==> src/rtl/data_memory_io_if.sv <==
`default_nettype none
// ============================================================================
// Module   : data_memory_io_if
// Purpose  : Bundles the CPU data-port bus and the TX byte stream that connect
//            to data_memory_io.
// Signals  : mem_write         CPU write strobe
//            data_memory_addr  CPU byte address
//            write_data        CPU store data
//            read_data         combinational read data back to the CPU
//            tx_data           TX FIFO head byte
//            tx_valid          TX FIFO non-empty
//            tx_ready          consumer accepts the head byte
// Modports : master - CPU / TX consumer side
//            slave  - data_memory_io side
// Revision : 1.0 - initial release
// ============================================================================
interface data_memory_io_if;
  logic        mem_write;
  logic [31:0] data_memory_addr;
  logic [31:0] write_data;
  logic [31:0] read_data;
  logic [7:0]  tx_data;
  logic        tx_valid;
  logic        tx_ready;

  modport master (
    output mem_write,
    output data_memory_addr,
    output write_data,
    input  read_data,
    input  tx_data,
    input  tx_valid,
    output tx_ready
  );

  modport slave (
    input  mem_write,
    input  data_memory_addr,
    input  write_data,
    output read_data,
    output tx_data,
    output tx_valid,
    input  tx_ready
  );
endinterface
`default_nettype wire

==> src/rtl/data_memory_io.sv <==
`default_nettype none
// ============================================================================
// Module   : data_memory_io
// Purpose  : Data-side memory and I/O for a single-cycle CPU. Holds a
//            word-addressed RAM plus a memory-mapped window containing a GPIO
//            register, a byte-wide TX FIFO with valid/ready output and an
//            optional free-running cycle counter. Reads are combinational,
//            writes take effect on the rising clock edge.
// Ports    : clk       system clock, all state updates on rising edge
//            reset     synchronous active-high reset
//            bus       data_memory_io_if.slave (CPU bus + TX stream)
//            gpio_out  8-bit GPIO output register
// Params   : DEPTH       RAM size in 32-bit words (power of two, 16..4096)
//            FIFO_DEPTH  TX FIFO entries (power of two, 2..16)
// Macro    : DATA_MEMORY_IO_CYCLE_COUNTER_EN - when defined the CYCLES
//            register at MMIO offset 0x0C is implemented; otherwise that
//            offset reads 0 and ignores writes.
// Memory map (addr[31:28]):
//            0x0  RAM, word index addr[31:2]; out-of-range reads 0
//            0xF  MMIO, offset addr[7:2]:
//                 0x00 GPIO, 0x04 TX_DATA (write push / read status),
//                 0x08 TX_STATUS {23'b0, overflow, 3'b0, count[4:0]},
//                 0x0C CYCLES
//            else unmapped: reads 0, writes ignored
// Revision : 1.0 - initial release
// ============================================================================
module data_memory_io #(
  parameter int DEPTH      = 64,
  parameter int FIFO_DEPTH = 4
) (
  input  wire logic          clk,
  input  wire logic          reset,
  data_memory_io_if.slave    bus,
  output logic [7:0]         gpio_out
);

  // --------------------------------------------------------------------------
  // Constants
  // --------------------------------------------------------------------------
  localparam int          c_AW       = $clog2(DEPTH);
  localparam int          c_PW       = $clog2(FIFO_DEPTH);
  localparam logic [29:0] c_DEPTH    = 30'(DEPTH);
  localparam logic [4:0]  c_FD       = 5'(FIFO_DEPTH);

  localparam logic [3:0]  c_REG_RAM  = 4'h0;
  localparam logic [3:0]  c_REG_MMIO = 4'hF;

  // MMIO word offsets (addr[7:2])
  localparam logic [5:0]  c_OFF_GPIO   = 6'h00;
  localparam logic [5:0]  c_OFF_TXDATA = 6'h01;
  localparam logic [5:0]  c_OFF_STATUS = 6'h02;
  localparam logic [5:0]  c_OFF_CYCLES = 6'h03;

  // --------------------------------------------------------------------------
  // Address decode
  // --------------------------------------------------------------------------
  logic [29:0]     w_word_idx;
  logic            w_is_ram;
  logic            w_is_mmio;
  logic            w_ram_in_range;
  logic [c_AW-1:0] w_ram_idx;
  logic [5:0]      w_mmio_off;

  assign w_word_idx     = bus.data_memory_addr[31:2];
  assign w_is_ram       = (bus.data_memory_addr[31:28] == c_REG_RAM);
  assign w_is_mmio      = (bus.data_memory_addr[31:28] == c_REG_MMIO);
  assign w_ram_in_range = w_is_ram && (w_word_idx < c_DEPTH);
  assign w_ram_idx      = bus.data_memory_addr[c_AW+1:2];
  assign w_mmio_off     = bus.data_memory_addr[7:2];

  // Byte-lane bits are don't-care for a word-only data port.
  logic w_unused_addr_lsbs;
  assign w_unused_addr_lsbs = &{1'b0, bus.data_memory_addr[1:0]};

  // Write strobes per target
  logic w_ram_wr;
  logic w_gpio_wr;
  logic w_push_req;
  logic w_status_wr;

  assign w_ram_wr    = bus.mem_write && w_ram_in_range;
  assign w_gpio_wr   = bus.mem_write && w_is_mmio && (w_mmio_off == c_OFF_GPIO);
  assign w_push_req  = bus.mem_write && w_is_mmio && (w_mmio_off == c_OFF_TXDATA);
  assign w_status_wr = bus.mem_write && w_is_mmio && (w_mmio_off == c_OFF_STATUS);

  // --------------------------------------------------------------------------
  // RAM: asynchronous read, synchronous write, never cleared by reset
  // --------------------------------------------------------------------------
  logic [31:0] r_ram [DEPTH];

  always_ff @(posedge clk) begin
    if (w_ram_wr) begin
      r_ram[w_ram_idx] <= bus.write_data;
    end
  end

  // --------------------------------------------------------------------------
  // GPIO register
  // --------------------------------------------------------------------------
  logic [7:0] r_gpio;

  always_ff @(posedge clk) begin
    if (reset) begin
      r_gpio <= 8'h00;
    end else if (w_gpio_wr) begin
      r_gpio <= bus.write_data[7:0];
    end
  end

  assign gpio_out = r_gpio;

  // --------------------------------------------------------------------------
  // TX FIFO
  // --------------------------------------------------------------------------
  logic [7:0]      r_fifo [FIFO_DEPTH];
  logic [c_PW-1:0] r_rd_ptr;
  logic [c_PW-1:0] r_wr_ptr;
  logic [4:0]      r_count;
  logic            r_overflow;

  logic w_tx_valid;
  logic w_pop;
  logic w_push_ok;

  assign w_tx_valid = (r_count != 5'd0);
  assign w_pop      = w_tx_valid && bus.tx_ready;
  // A full FIFO still takes the push when the head leaves in the same cycle.
  assign w_push_ok  = w_push_req && ((r_count < c_FD) || w_pop);

  // Storage is not reset; stale entries are unreachable because the
  // pointers and count are.
  always_ff @(posedge clk) begin
    if (!reset && w_push_ok) begin
      r_fifo[r_wr_ptr] <= bus.write_data[7:0];
    end
  end

  always_ff @(posedge clk) begin
    if (reset) begin
      r_rd_ptr   <= '0;
      r_wr_ptr   <= '0;
      r_count    <= 5'd0;
      r_overflow <= 1'b0;
    end else begin
      // Power-of-two depth: pointer overflow is the modulo wrap.
      if (w_push_ok) begin
        r_wr_ptr <= r_wr_ptr + c_PW'(1);
      end
      if (w_pop) begin
        r_rd_ptr <= r_rd_ptr + c_PW'(1);
      end

      case ({w_push_ok, w_pop})
        2'b10:   r_count <= r_count + 5'd1;
        2'b01:   r_count <= r_count - 5'd1;
        default: r_count <= r_count;
      endcase

      // Push and status write target different offsets, so they never
      // coincide; ordering here is only for readability.
      if (w_push_req && !w_push_ok) begin
        r_overflow <= 1'b1;
      end else if (w_status_wr) begin
        r_overflow <= 1'b0;
      end
    end
  end

  // Head byte is forced to zero while empty so the reset value is clean.
  assign bus.tx_valid = w_tx_valid;
  assign bus.tx_data  = w_tx_valid ? r_fifo[r_rd_ptr] : 8'h00;

  logic [31:0] w_status;
  assign w_status = {23'b0, r_overflow, 3'b0, r_count};

  // --------------------------------------------------------------------------
  // Cycle counter (optional)
  // --------------------------------------------------------------------------
  logic [31:0] w_cycles_rd;

`ifdef DATA_MEMORY_IO_CYCLE_COUNTER_EN
  logic        w_cycles_wr;
  logic [31:0] r_cycles;

  assign w_cycles_wr = bus.mem_write && w_is_mmio && (w_mmio_off == c_OFF_CYCLES);

  // A load wins over the increment; counting resumes from the loaded value.
  always_ff @(posedge clk) begin
    if (reset) begin
      r_cycles <= 32'h0;
    end else if (w_cycles_wr) begin
      r_cycles <= bus.write_data;
    end else begin
      r_cycles <= r_cycles + 32'd1;
    end
  end

  assign w_cycles_rd = r_cycles;
`else
  assign w_cycles_rd = 32'h0;
`endif

  // --------------------------------------------------------------------------
  // Read mux: pure function of address and current state
  // --------------------------------------------------------------------------
  logic [31:0] w_read_data;

  always_comb begin
    w_read_data = 32'h0;
    if (w_is_ram) begin
      if (w_ram_in_range) begin
        w_read_data = r_ram[w_ram_idx];
      end
    end else if (w_is_mmio) begin
      case (w_mmio_off)
        c_OFF_GPIO:   w_read_data = {24'h0, r_gpio};
        // Reading TX_DATA returns status and never pops.
        c_OFF_TXDATA: w_read_data = w_status;
        c_OFF_STATUS: w_read_data = w_status;
        c_OFF_CYCLES: w_read_data = w_cycles_rd;
        default:      w_read_data = 32'h0;
      endcase
    end
  end

  assign bus.read_data = w_read_data;

endmodule
`default_nettype wire
==> src/flat_wrapper.sv <==
// flat-port wrapper written by rule: the top's interface ports become plain ports
module data_memory_io_flat 
#(
  parameter int DEPTH      = 64,
  parameter int FIFO_DEPTH = 4
)
  (clk, reset, gpio_out, bus_mem_write, bus_data_memory_addr, bus_write_data, bus_read_data, bus_tx_data, bus_tx_valid, bus_tx_ready);
  data_memory_io_if bus_i ();
  input  wire logic clk;
  input  wire logic reset;
  output logic [7:0] gpio_out;
  input wire logic [$bits(bus_i.mem_write)-1:0] bus_mem_write;
  input wire logic [$bits(bus_i.data_memory_addr)-1:0] bus_data_memory_addr;
  input wire logic [$bits(bus_i.write_data)-1:0] bus_write_data;
  output wire logic [$bits(bus_i.read_data)-1:0] bus_read_data;
  output wire logic [$bits(bus_i.tx_data)-1:0] bus_tx_data;
  output wire logic [$bits(bus_i.tx_valid)-1:0] bus_tx_valid;
  input wire logic [$bits(bus_i.tx_ready)-1:0] bus_tx_ready;
  assign bus_i.mem_write = bus_mem_write;
  assign bus_i.data_memory_addr = bus_data_memory_addr;
  assign bus_i.write_data = bus_write_data;
  assign bus_read_data = bus_i.read_data;
  assign bus_tx_data = bus_i.tx_data;
  assign bus_tx_valid = bus_i.tx_valid;
  assign bus_i.tx_ready = bus_tx_ready;
  data_memory_io #(.DEPTH(DEPTH), .FIFO_DEPTH(FIFO_DEPTH)) u_core (.clk(clk), .reset(reset), .bus(bus_i), .gpio_out(gpio_out));
endmodule
==> config.mk <==
export PLATFORM = sky130hd
export DESIGN_NAME = data_memory_io_flat
export DESIGN_NICKNAME = d
export VERILOG_FILES = /design/src/rtl/data_memory_io_if.sv /design/src/rtl/data_memory_io.sv /design/src/flat_wrapper.sv
export SDC_FILE = /design/constraint.sdc
export NUM_CORES = 2
export LEC_CHECK = 0
export ABC_AREA = 0
export ABC_CLOCK_PERIOD_IN_PS = 3600
export CAP_MARGIN = 20
export CORE_MARGIN = 10
export CORE_UTILIZATION = 55
export CTS_BUF_LIST = sky130_fd_sc_hd__clkbuf_4 sky130_fd_sc_hd__clkbuf_8
export DETAILED_ROUTE_END_ITERATION = 6
export HOLD_SLACK_MARGIN = 0.02
export PLACE_DENSITY = 0.74
export SLEW_MARGIN = 20
export SYNTH_ARGS = -nofsm -noshare
export SYNTH_HDL_FRONTEND = slang
export SYNTH_SLANG_ARGS = --single-unit
export TNS_END_PERCENT = 5
==> constraint.sdc <==
create_clock -name clk -period 3.6 [get_ports clk]
set_clock_uncertainty 0.1 [all_clocks]
set_input_delay 0.36 -clock clk [delete_from_list [all_inputs] [get_ports clk]]
set_output_delay 0.36 -clock clk [all_outputs]
set_load 0.005 [all_outputs]
==> flow_summary_export.csv <==
group,metric,value,unit
outcome,status,"finished, violations left",
outcome,violations,"design-rule violations, negative setup slack",
power,ir_worst_vdd,0.4458,mV
power,p_leak,32.45,nW
routing,totalWireLength,276600,um
grt,grt_max_degree,70,
final_layout,drive_gt1_share,32.84,%
logic_synthesis,synthCells,4373,
floorplan,coreArea,147700,um^2
worst_hold_path,hold_depth,4,
floorplan,die_width,405.2,um
logic_synthesis,ys_types,84,
grt,grt.busiest_layer,"met2",
clock_tree,path_clk_slew,60,ps
placed_design,port_buffers,114,
clock_tree,htree_num_levels,5,
sta,setup-tns-final,-1490,ps
placed_design,dp_hpwl,173200,um
sta,fin_crit,3770,ps
clock_tree,cts_buffers,336,
routing,viasPerCell,7.010,
worst_setup_path,critical_path_class,"register to output port",
logic_synthesis,synth_fp_nets,4449,
grt,overflow,0,
final_layout,fin_nets,5362,
clock_tree,clk_path_buf_depth,4,
floorplan,die_y,405.2,um
routing,drtIter0Drc,10200,
placed_design,post_dp_cell_area,91340,um^2
final_layout,area_growth,20.70,%
sta,drv_slew,0,
logic_synthesis,async_flop_share,0,%
worst_setup_path,cp-start-kind,"register",
final_layout,layout_commonest_cell,"edfxtp_1",
sta,worst_slew_pin_slew,1105,ps
placed_design,routabilityCongestion,0.9480,
routing,routedWlPerCell,37.14,um
final_layout,final_cell_mix,"edfxtp_1 (2080), buf_4 (561), clkbuf_8 (342)",
floorplan,start_util,55.26,%
worst_setup_path,end_kind,"output port",
logic_synthesis,ys_seq_area_share,77.04,%
sta,final-setup-viol-count,16,
grt,antenna_found_initial,17,
sta,slew_headroom,26.30,%
worst_hold_path,hp-start,"bus_tx_ready",
power,powerDensity,504.3,nW/um^2
grt,use_met1,43.93,%
floorplan,die-area,164200,um^2
job,drv_cap,0,
placed_design,dp.cells,6842,
clock_tree,clockRootBuffer,"clkbuf_8",
clock_tree,cts_num_sinks,2100,
floorplan,rows,141,
worst_setup_path,ff2ff_path_depth,11,
worst_setup_path,cp.arrival,3310,ps
worst_setup_path,crit-reg2reg-launch,"u_core.r_count[2]$_SDFFE_PP0P_",
floorplan,design.portCount,117,
logic_synthesis,synth_area_per_cell,18.66,um^2
final_layout,layout.cells.non_filler,7447,
worst_setup_path,cp_max_fo,1,
routing,drt_first_pass_iters,7,
logic_synthesis,synth_seq_cells,2100,
sta,fin_ws,-169.9,ps
final_layout,final_cell_area,98480,um^2
logic_synthesis,syn_area,81600,um^2
sta,fin_crit_sh,104.7,%
grt,grt_util_all_layers,33.02,%
logic_synthesis,synth_edf_count,2080,
routing,drc,1,
routing,ant_nets,0,
grt,grt_first_pass_wirelength,381400,um
sta,rsz0062_at_grt,"yes",
worst_setup_path,critical_path_required,3140,ps
worst_setup_path,reg2reg_to,"u_core.r_count[4]$_SDFFE_PP0P_",
grt,grt_pass1_vias,50690,
logic_synthesis,ys.flop_type,"edfxtp_1",
worst_hold_path,hold_path_class,"input port to register",
clock_tree,cts_tree,"done",
final_layout,final_util,66.70,%
routing,via_count,52210,
clock_tree,clock_latency,1060,ps
sta,hold_viol_final,0,
logic_synthesis,ys_warn_count,0,
grt,use_met2,47.32,%
sta,fmax,265.3,MHz
power,report.power.total,0.04967,W
worst_setup_path,r2r_slack,850,ps
grt,grt_use_met3,11.56,%
cell type report:
type	instances	area, um^2
multi-input cells	1963	17930
clock buffers	441	5450
well taps	1930	2415
diodes	8	20.02
repair buffers	874	9165
clock inverters	120	595.6
flip-flops and latches	2100	62860
inverters	11	51.30
fillers	9229	49180
synthesized netlist by cell type, types with 7 or more instances:
cell,count,area [um^2]
edfxtp_1,2080,62460
o22ai_1,299,1871
mux2_2,201,2263
mux2i_1,190,1902
nor2_1,189,709.4
o221ai_1,149,1305
mux4_2,146,3288
nand2_1,140,525.5
a21oi_1,118,590.6
o21ai_0,102,510.5
buf_2,101,505.5
buf_4,67,503.0
clkbuf_1,62,232.7
a22oi_1,59,442.9
buf_6,45,506.7
a221oi_1,38,332.8
a2bb2oi_1,37,324.1
dfxtp_1,20,400.4
nor4_1,20,125.1
nand3_1,19,95.09
and2_1,16,100.1
mux4_1,16,420.4
a211oi_1,13,97.59
buf_1,13,48.80
nor2b_1,13,81.33
and3_1,12,75.07
o211ai_1,12,90.09
a222oi_1,11,110.1
o22a_1,11,96.34
a22o_1,9,78.83
buf_12,9,180.2
inv_1,9,33.78
nor3_1,9,45.04
nand4_1,8,50.05
ha_1,7,87.58
nand2b_1,7,43.79
o31ai_1,7,52.55
worst max path at each step:
stage                                  start                             to  slack [ps]  depth (start not counted)
6_report       u_core.r_ram[57][8]$_DFFE_PP_               bus_read_data[8]        -170                          8
3_5_place_dp        bus_data_memory_addr[18]               bus_read_data[3]        -950                          8
2_1_floorplan       bus_data_memory_addr[12]  u_core.r_ram[17][0]$_DFFE_PP_          -1                          7
5_1_grt        u_core.r_ram[45][1]$_DFFE_PP_               bus_read_data[1]        -220                          7
3_3_place_gp        bus_data_memory_addr[18]               bus_read_data[3]        -960                          8
4_1_cts        u_core.r_ram[6][22]$_DFFE_PP_              bus_read_data[22]        -210                          8
metrics by stage:
stage                     setup WS (ps)  hold WS, ps
after floorplan                  -1.285        358.9
after global placement           -961.8        376.5
after detailed placement         -949.4        388.2
after CTS                        -211.6        26.10
after global routing             -219.7        140.4
final                            -169.9        89.76
metal layers:
layer	up-vias	routed length, um
met5	-	185
met4	23	18770
met3	1057	47240
met2	5199	118800
met1	25930	91570
li1	20000	-
kinds of logic (layout without fill, tap and decap cells):
logic type / Yosys count / count (layout) / synth area share [%]
xor+xnor: 7 / 7 / 0.07514
fa+ha+maj: 8 / 8 / 0.1319
buf+inv: 310 / 1446 / 2.512
simple gates: 464 / 464 / 2.594
mux: 554 / 554 / 9.666
other cells: 0 / 8 / 0
flops: 2100 / 2100 / 77.04
compound gates: 930 / 930 / 7.983
repair_timing:
item	4_1_cts	5_1_grt
gates resized for setup	178	19
hold buffers	31	2
endpoints found under the setup margin	35	22
setup buffers	4	0
pin swaps	37	11
hold endpoints to repair	1186	133
state kept, by name (all words and copies together) (netlist names), named ones only:
register and count:
u_core.r_wr_ptr 2, u_core.r_overflow 1, u_core.r_count 5, u_core.r_ram 2048, u_core.r_fifo 32, u_core.gpio_out 8
u_core.r_rd_ptr 2
critical path, cell delays in order, from the launching register on:
cell	delay (ps)
edfxtp_1	340
mux2_2	150
o22ai_1	80
o21ai_0	320
a21oi_1	120
buf_4	180
nor4_2	490
a32o_2	320
clkdlybuf4s15_2	220
report_power, final:
part           switching (W)  total, W  leakage [nW]  internal, W
registers          0.0000370    0.0269          18.8       0.0269
clock network        0.00919    0.0192          3.19      0.00999
logic                0.00218   0.00356          10.4      0.00138
No activity file was read; power rests on OpenSTA's default activity.
